File: src/rtl/issue_scoreboard.sv
// issue_scoreboard: in-order issue scoreboard with pending-load tracking and drain FSM; define ISSUE_SCOREBOARD_DUAL_EN to allow slot-1 issue
module issue_scoreboard (
  input  logic        clk,
  input  logic        n_rst,
  input  logic        in_valid0,
  input  logic        in_valid1,
  input  logic [4:0]  rs1_0,
  input  logic [4:0]  rs2_0,
  input  logic [4:0]  rd_0,
  input  logic [4:0]  rs1_1,
  input  logic [4:0]  rs2_1,
  input  logic [4:0]  rd_1,
  input  logic        wr_0,
  input  logic        wr_1,
  input  logic        ld_0,
  input  logic        ld_1,
  input  logic        ld_done,
  input  logic [4:0]  ld_done_rd,
  input  logic        drain_req,
  output logic        issue0,
  output logic        issue1,
  output logic        stall,
  output logic [4:0]  rf_reg1,
  output logic [4:0]  rf_reg2,
  output logic [4:0]  rf_reg3,
  output logic [4:0]  rf_reg4,
  output logic        drain_done,
  output logic [31:0] busy_vec,
  output logic [1:0]  ld_outstanding
);
  typedef enum logic [1:0] {RUN, DRAIN, DONE} state_t;
  state_t state;
  logic [31:0] clr_vec, src_busy, set0, set1, busy_nxt;
  logic [1:0] n_ld, cnt_nxt;
  logic [2:0] cnt_sum, cnt_net;
  logic idle;
  assign rf_reg1 = rs1_0;
  assign rf_reg2 = rs2_0;
  assign rf_reg3 = rs1_1;
  assign rf_reg4 = rs2_1;
  // a writeback landing this cycle satisfies readers immediately
  assign clr_vec = (ld_done && ld_done_rd != 5'd0) ? 32'd1 << ld_done_rd : 32'd0;
  assign src_busy = busy_vec & ~clr_vec;
  assign issue0 = state == RUN && in_valid0 && !src_busy[rs1_0] && !src_busy[rs2_0] &&
                  (!ld_0 || ld_outstanding != 2'd2) && !(wr_0 && busy_vec[rd_0]);
  assign stall = in_valid0 && !issue0;
  assign set0 = (issue0 && ld_0 && rd_0 != 5'd0) ? 32'd1 << rd_0 : 32'd0;
`ifdef ISSUE_SCOREBOARD_DUAL_EN
  assign issue1 = issue0 && in_valid1 && !src_busy[rs1_1] && !src_busy[rs2_1] &&
                  !(wr_0 && rd_0 != 5'd0 && (rd_0 == rs1_1 || rd_0 == rs2_1)) &&
                  !(ld_0 && ld_1) && !(wr_0 && wr_1 && rd_0 == rd_1 && ld_0) &&
                  !(wr_1 && busy_vec[rd_1]);
  assign set1 = (issue1 && ld_1 && rd_1 != 5'd0) ? 32'd1 << rd_1 : 32'd0;
`else
  logic unused_slot1;
  assign issue1 = 1'b0;
  assign set1 = 32'd0;
  assign unused_slot1 = ^{in_valid1, rd_1, wr_1};
`endif
  assign n_ld = {1'b0, issue0 && ld_0} + {1'b0, issue1 && ld_1};
  assign cnt_sum = {1'b0, ld_outstanding} + {1'b0, n_ld};
  assign cnt_net = cnt_sum - {2'b0, ld_done && cnt_sum != 3'd0};
  assign cnt_nxt = cnt_net > 3'd2 ? 2'd2 : cnt_net[1:0];
  // new load set wins over a same-cycle clear of the same register
  assign busy_nxt = (src_busy | set0 | set1) & ~32'd1;
  assign idle = ld_outstanding == 2'd0 && busy_vec == 32'd0;
  always_ff @(posedge clk or negedge n_rst)
    if (!n_rst) begin
      state <= RUN;
      busy_vec <= 32'd0;
      ld_outstanding <= 2'd0;
      drain_done <= 1'b0;
    end else begin
      busy_vec <= busy_nxt;
      ld_outstanding <= cnt_nxt;
      drain_done <= state == DRAIN && idle;
      state <= (state == RUN) ? (drain_req ? DRAIN : RUN) :
               (state == DRAIN) ? (idle ? DONE : DRAIN) :
               (drain_req ? DONE : RUN);
    end
endmodule

File: config.mk
export PLATFORM = sky130hd
export DESIGN_NAME = issue_scoreboard
export DESIGN_NICKNAME = d
export VERILOG_FILES = /design/src/rtl/issue_scoreboard.sv
export SDC_FILE = /design/constraint.sdc
export NUM_CORES = 1
export LEC_CHECK = 0
export ABC_AREA = 1
export CORE_ASPECT_RATIO = 1.1
export CORE_MARGIN = 4
export CORE_UTILIZATION = 47
export DETAILED_ROUTE_END_ITERATION = 7
export PLACE_DENSITY_LB_ADDON = 0.25
export SLEW_MARGIN = 10
export SYNTH_ARGS = -nofsm -noshare
export SYNTH_HDL_FRONTEND = slang
export SYNTH_SLANG_ARGS = --single-unit
File: constraint.sdc
create_clock -name clk -period 3.2 [get_ports clk]
set_clock_uncertainty 0.15 [all_clocks]
set_input_delay 0.48 -clock clk [delete_from_list [all_inputs] [get_ports clk]]
set_output_delay 0.48 -clock clk [all_outputs]
set_load 0.05 [all_outputs]
==> results of run 1 <==
-- synthesized netlist by cell type (3+ instances only) --
cell,instances
clkinv_1,4
o21ai_1,15
ha_1,3
nor4_1,7
buf_4,23
nor3_1,3
o21ai_0,5
inv_2,6
nor2_2,5
clkbuf_1,4
nor2_1,58
nand2_1,152
buf_2,5
dfrtp_1,36
nand3_1,96
buf_6,5
a21oi_1,17
a22oi_1,4
inv_1,46
nand4_1,10
-- kinds of logic (layout without fill, tap and decap cells) --
group                      Yosys count  count (layout)
AOI/OAI and AO/OA                   45              45
xor gates and xnor gates             1               1
adders and majority gates            3               3
buffers and inverters               96             234
DFF                                 36              36
other                                1               2
and+or+nand+nor                    338             338
-- where the power goes --
part	switching, mW	internal (mW)
registers	0.0632	0.498
clock network	0.165	0.175
logic	0.483	0.304
-- through the flow --
step	power, mW	utilization	std cells
3_5_place_dp	1.27	0.673	727
3_3_place_gp	1.26	0.673	727
5_1_grt	1.76	0.728	741
6_report	1.69	0.728	741
2_1_floorplan	0.996	-	521
4_1_cts	1.62	0.706	739
-- final timing paths --
path                                endpoint  cells past startpoint     startpoint  slack [ps]
setup / recovery                       stall                     17  ld_done_rd[0]         140
hold / removal                    drain_done                      1       state[1]         330
setup reg to reg           ld_outstanding[0]                     21    busy_vec[8]         270
hold reg to reg                   drain_done                      1       state[1]         330
max in group asynchronous       busy_vec[21]                      2          n_rst        2100
min in group asynchronous       busy_vec[27]                      2          n_rst         460
-- metal layers --
metal  vias up  share of wire  track usage
li1       1949              -            -
met1      1896           0.37        0.417
met2       324           0.47        0.537
met3        71           0.11       0.0570
met4         0          0.051        0.158
met5         -              0            0
-- registers in the layout, summed over array words and instances, names as in the netlist --
name            flops
busy_vec           31
ld_outstanding      2
state               2
drain_done          1
-- final cells by class --
class                      count  area (um2)  share of cell area
multi-input combinational    389        2040               0.425
sequential                    36         901               0.188
timing repair buffer         169        1440               0.300
clock inverter                 1        7.51             0.00156
tap                           82         103              0.0214
clock buffer                   7        86.3              0.0180
inverter                      57         221              0.0462
-- worst max-delay path, stage by stage --
cell	delay, ps
buf_4	150
nor2_4	220
nand3_2	120
nand2_4	100
inv_2	70
nand2_2	110
nand3_1	80
nand3_1	70
inv_1	40
nand2_1	70
nand2_2	80
a21oi_2	170
buf_4	130
buf_4	100
nor3_4	40
nor2_1	200
buf_12	180
-- what timing repair did --
item / 4_1_cts / 5_1_grt
hold endpoints to repair: 0 / 0
pin swaps: 6 / 27
hold buffers: 0 / 0
gates resized for setup: 64 / 56
setup buffers: 4 / 2
setup endpoints to repair: 4 / 2
==> results.toml, run 1 <==
[synthesis]
ys.flop_type = "dfrtp_1"
synthSimpleGateAreaFrac = 0.466
ys_seq_area_frac = 0.284
yosys_warnings = 0
yosysTopAreaCell = "dfrtp_1"
synth_cell_types = 34
synth_top_family_by_area = "simple AND/OR/NAND/NOR gates"
synthAdderAreaFrac = 0.0118
synth_compound_area_frac = 0.0785
synth_area_leaders = "dfrtp_1 28%, nand2_1 18%, nand3_1 15%, nor2_1 6.9%, buf_4 5.4%"
synth_edf_count = 0
syn-cell-area_um2 = 3170
post_synth_xor_area_fraction = 0.00276
synth_cells = 520
synth_top_area_share = 0.284
async_reset_ff_frac = 1.00
synthMuxAreaShare = 0
ys_ff_latch = 36
syn_area_per_cell_um2 = 6.10

[global_route]
overflow = 0
grt_pass1_wl_um = 20600
grt_use_total = 0.329
grt_pass1_vias = 3955
antenna_found_initial = 0
grt_max_degree = 37

[layout]
diodes = 0
n_fill_cell = 527
final_common_cell = "nand2_1"
nets = 706
finalInstanceArea_um2 = 4800
area_growth_pct = 51.2
final_cell_mix = "140 x nand2_1, 97 x buf_4, 90 x nand3_1"
final_layout_size_suffix_gt1_frac = 0.288

[timing]
fin_tns_setup_ps = 0
finalCritPeriodShare = 0.955
layout_min_cycle_time_ps = 3060
slew_violations = 0
fmax_mhz = 327
fin_hold_ws_ps = 329
tightest_slew_ps = 523
slew_headroom = 0.650
finalWorstSetupSlack_ps = 143
hold_viol = 0
setup_violations = 0

[clock_network]
clkTransAtPathRegs_ps = 70
clockRootBuffer = "clkbuf_8"
cts_tree = "yes"
cts_max_level = 2
cts_made_buffers = 5
ctsLongestPathBuffers = 2
insertion_delay_ps = 290
cts.sinks = 36

[job]
drv_cap = 0

[placement]
gp_congestion = 1.03
dpl.hpwl_um = 10600
post-place-ws_ps = -836
placed_cell_area_um2 = 4440
io_buffers = 72

[worst_hold_path]
hold_class = "flop to flop"

[floorplanning]
core-area_um2 = 6590
rows = 31
dieArea_um2 = 8130
die_y_um = 94.2
initial_core_util = 0.481
die_w_um = 86.3
io_pins = 103

[run_status]
status = "complete, no violations"

[setup_path]
endpoint_kind = "primary output"
start_kind = "primary input"
arrival_ps = 2430
worst_ep_required_time_ps = 2570
setup.worst_path.class = "primary input to primary output"
crit_path_max_fanout = 6

[route]
first_iter_violations = 322
drt-wirelength-per-cell_um = 18.1
first_pass_iters = 7
routed_wl_um = 13400
vias_per_cell = 5.72
drt_drc_violations_left = 0
postRouteAntennaNets = 0
dr_total_vias = 4240

[pwr]
vdd_drop_max_mv = 0.212
p_leak_nw = 2.41
power.density_nw_per_um2 = 352
(Power assumes the default switching activity.)
==> inputs of run 2 (changes only) <==
--- a/config.mk
+++ b/config.mk
@@ -11,6 +11,7 @@
 export CORE_UTILIZATION = 47
 export DETAILED_ROUTE_END_ITERATION = 7
 export PLACE_DENSITY_LB_ADDON = 0.25
+export SETUP_SLACK_MARGIN = 0.15
 export SLEW_MARGIN = 10
 export SYNTH_ARGS = -nofsm -noshare
 export SYNTH_HDL_FRONTEND = slang
==> run 2 against run 1 <==
Net effect: worst hold slack gained 9.8 ps; combinational power rose by 6.6%; wire length up 8.8%; cell count rose by 2.0%; core utilization rose by 4.2 points; maximum frequency increased by 1.7%; non-clock buffer count rose by 15.
==> results.toml, run 2 (synthesized netlist as in run 1, its figures left out) <==
[run_status]
status = "complete, no violations"

[pwr]
vdd_drop_max_mv = 0.233
finalPower_mw = 1.74
p_leak_nw = 2.52
p_sw_frac = 0.436
power.density_nw_per_um2 = 343
comb_power_share = 0.482
clockPowerShare = 0.193
sequentialPowerShare = 0.325
p_switching_mw = 0.758
intPower_mw = 0.983

[timing]
finalCritPeriodShare = 0.939
layout_min_cycle_time_ps = 3000
fin_tns_setup_ps = 0
tightest_slew_ps = 515
slew_headroom = 0.656
hold_viol = 0
slew_violations = 0
fmax_mhz = 333
setup_violations = 0
rsz0062_at_grt = "yes"

[setup_path]
ff2ff_path_depth = 21
crit_path_max_fanout = 6
start_kind = "primary input"
r2r-start = "busy_vec[5]"
endpoint_kind = "flop"
setup.worst_path.class = "primary input to flop"
worstReg2RegEnd = "ld_outstanding[0]"
crit_start = "ld_done_rd[0]"
arrival_ps = 3090
worst_ep_required_time_ps = 3280
rrSetupSlack_ps = 230

[placement]
io_buffers = 72
dpl.hpwl_um = 11000
placed_cell_area_um2 = 4450
dp.cells = 728
gp_congestion = 0.989

[clock_network]
clockRootBuffer = "clkbuf_8"
clkTransAtPathRegs_ps = 80
cts_max_level = 2
hold_buffers = 0
cts_tree = "yes"
ctsLongestPathBuffers = 2
cts_made_buffers = 5
insertion_delay_ps = 300
cts.sinks = 36

[layout]
area_growth_pct = 59.9
largest_register = "busy_vec"
final_layout_size_suffix_gt1_frac = 0.328
nets = 721
largest_reg_flops = 31
largestRegisters = "busy_vec: 31 flops, ld_outstanding: 2 flops, state: 2 flops"
final_cells = 756
final_cell_mix = "135 x nand2_1, 110 x buf_4, 83 x nand3_1"
finalInstanceArea_um2 = 5070
final_common_cell = "nand2_1"
diodes = 0

[route]
dr_total_vias = 4390
drt-met1-wl_um = 5310
first_pass_iters = 8
drt_drc_violations_left = 0
topRoutingLayerUsed = "met4"
dr_wl_met3_um = 1440
drt-wirelength-per-cell_um = 19.3
vias_per_cell = 5.81
postRouteAntennaNets = 0
first_iter_violations = 489
routed_wl_um = 14600
routed-wl-met2_um = 6920

[global_route]
grt_max_degree = 37
grt_pass1_wl_um = 21800
antenna_found_initial = 0
grt_use_total = 0.354
overflow = 0
grt_pass1_vias = 4181

[worst_hold_path]
holdPathStages = 1
min_to = "drain_done"
hp-start = "state[1]"
hold_class = "flop to flop"

[floorplanning]
die_y_um = 94.2
die_w_um = 86.3
rows = 31
core-area_um2 = 6590
initial_core_util = 0.481
io_pins = 103
dieArea_um2 = 8130

[job]
drv_cap = 0
-- run 2: critical path, stage by stage --
cell	delay, ps
buf_6	120
inv_4	80
buf_4	110
nand3_2	110
o21ai_2	280
nand2_1	80
nand3_1	80
nand3_1	60
nand2_1	70
a21oi_2	50
nand2_2	100
nand2_4	60
nor2_4	100
nand4_1	120
inv_2	100
ha_4	210
nor2_4	100
a21oi_2	60
ha_2	200
ha_4	170
xnor2_2	150
nand2_1	90
nor2_1	90
-- run 2: through the flow --
stage	setup slack (ps)	hold WS, ps	util
finish	195	338	0.769
global route	24.3	341	0.769
CTS	153	329	0.719
detailed placement	-740	318	0.674
global placement	-639	305	0.674
floorplan	152	34.4	-
-- run 2: area by class of cell --
cell class / instances / area, um2
multi-input cells: 389 / 2160
repair buffers: 184 / 1590
fillers: 490 / 1520
flip-flops and latches: 36 / 901
inverters: 57 / 236
well taps: 82 / 103
clock buffers: 5 / 68.8
clock inverters: 3 / 18.8
-- run 2: timing repair --
action	in CTS	in global routing
pin swaps	17	42
endpoints found under the setup margin	28	4
resized for setup	78	84
buffers inserted	8	12
-- run 2: power groups by stage --
stage | logic [mW] | registers (mW) | clock network (mW)
after floorplan | 0.339 | 0.659 | 0
after global placement | 0.702 | 0.562 | 0
after detailed placement | 0.716 | 0.565 | 0
after CTS | 0.757 | 0.560 | 0.336
after global routing | 0.889 | 0.565 | 0.353
final | 0.839 | 0.565 | 0.337
-- run 2: per-layer routing --
| metal | GRT usage | up-vias |
|---|---|---|
| li1 | - | 1980 |
| met1 | 0.436 | 2006 |
| met2 | 0.595 | 321 |
| met3 | 0.0518 | 83 |
| met4 | 0.183 | 0 |
| met5 | 0 | - |
-- run 2: how the worst max path moves through the flow --
stage / slack, ps / to / cells past startpoint
after global placement: -640 / ld_outstanding[0] / 22
after detailed placement: -740 / ld_outstanding[0] / 25
after floorplan: 150 / ld_outstanding[0] / 23
after global routing: 20 / ld_outstanding[0] / 25
final: 200 / ld_outstanding[0] / 23
after CTS: 150 / ld_outstanding[0] / 23
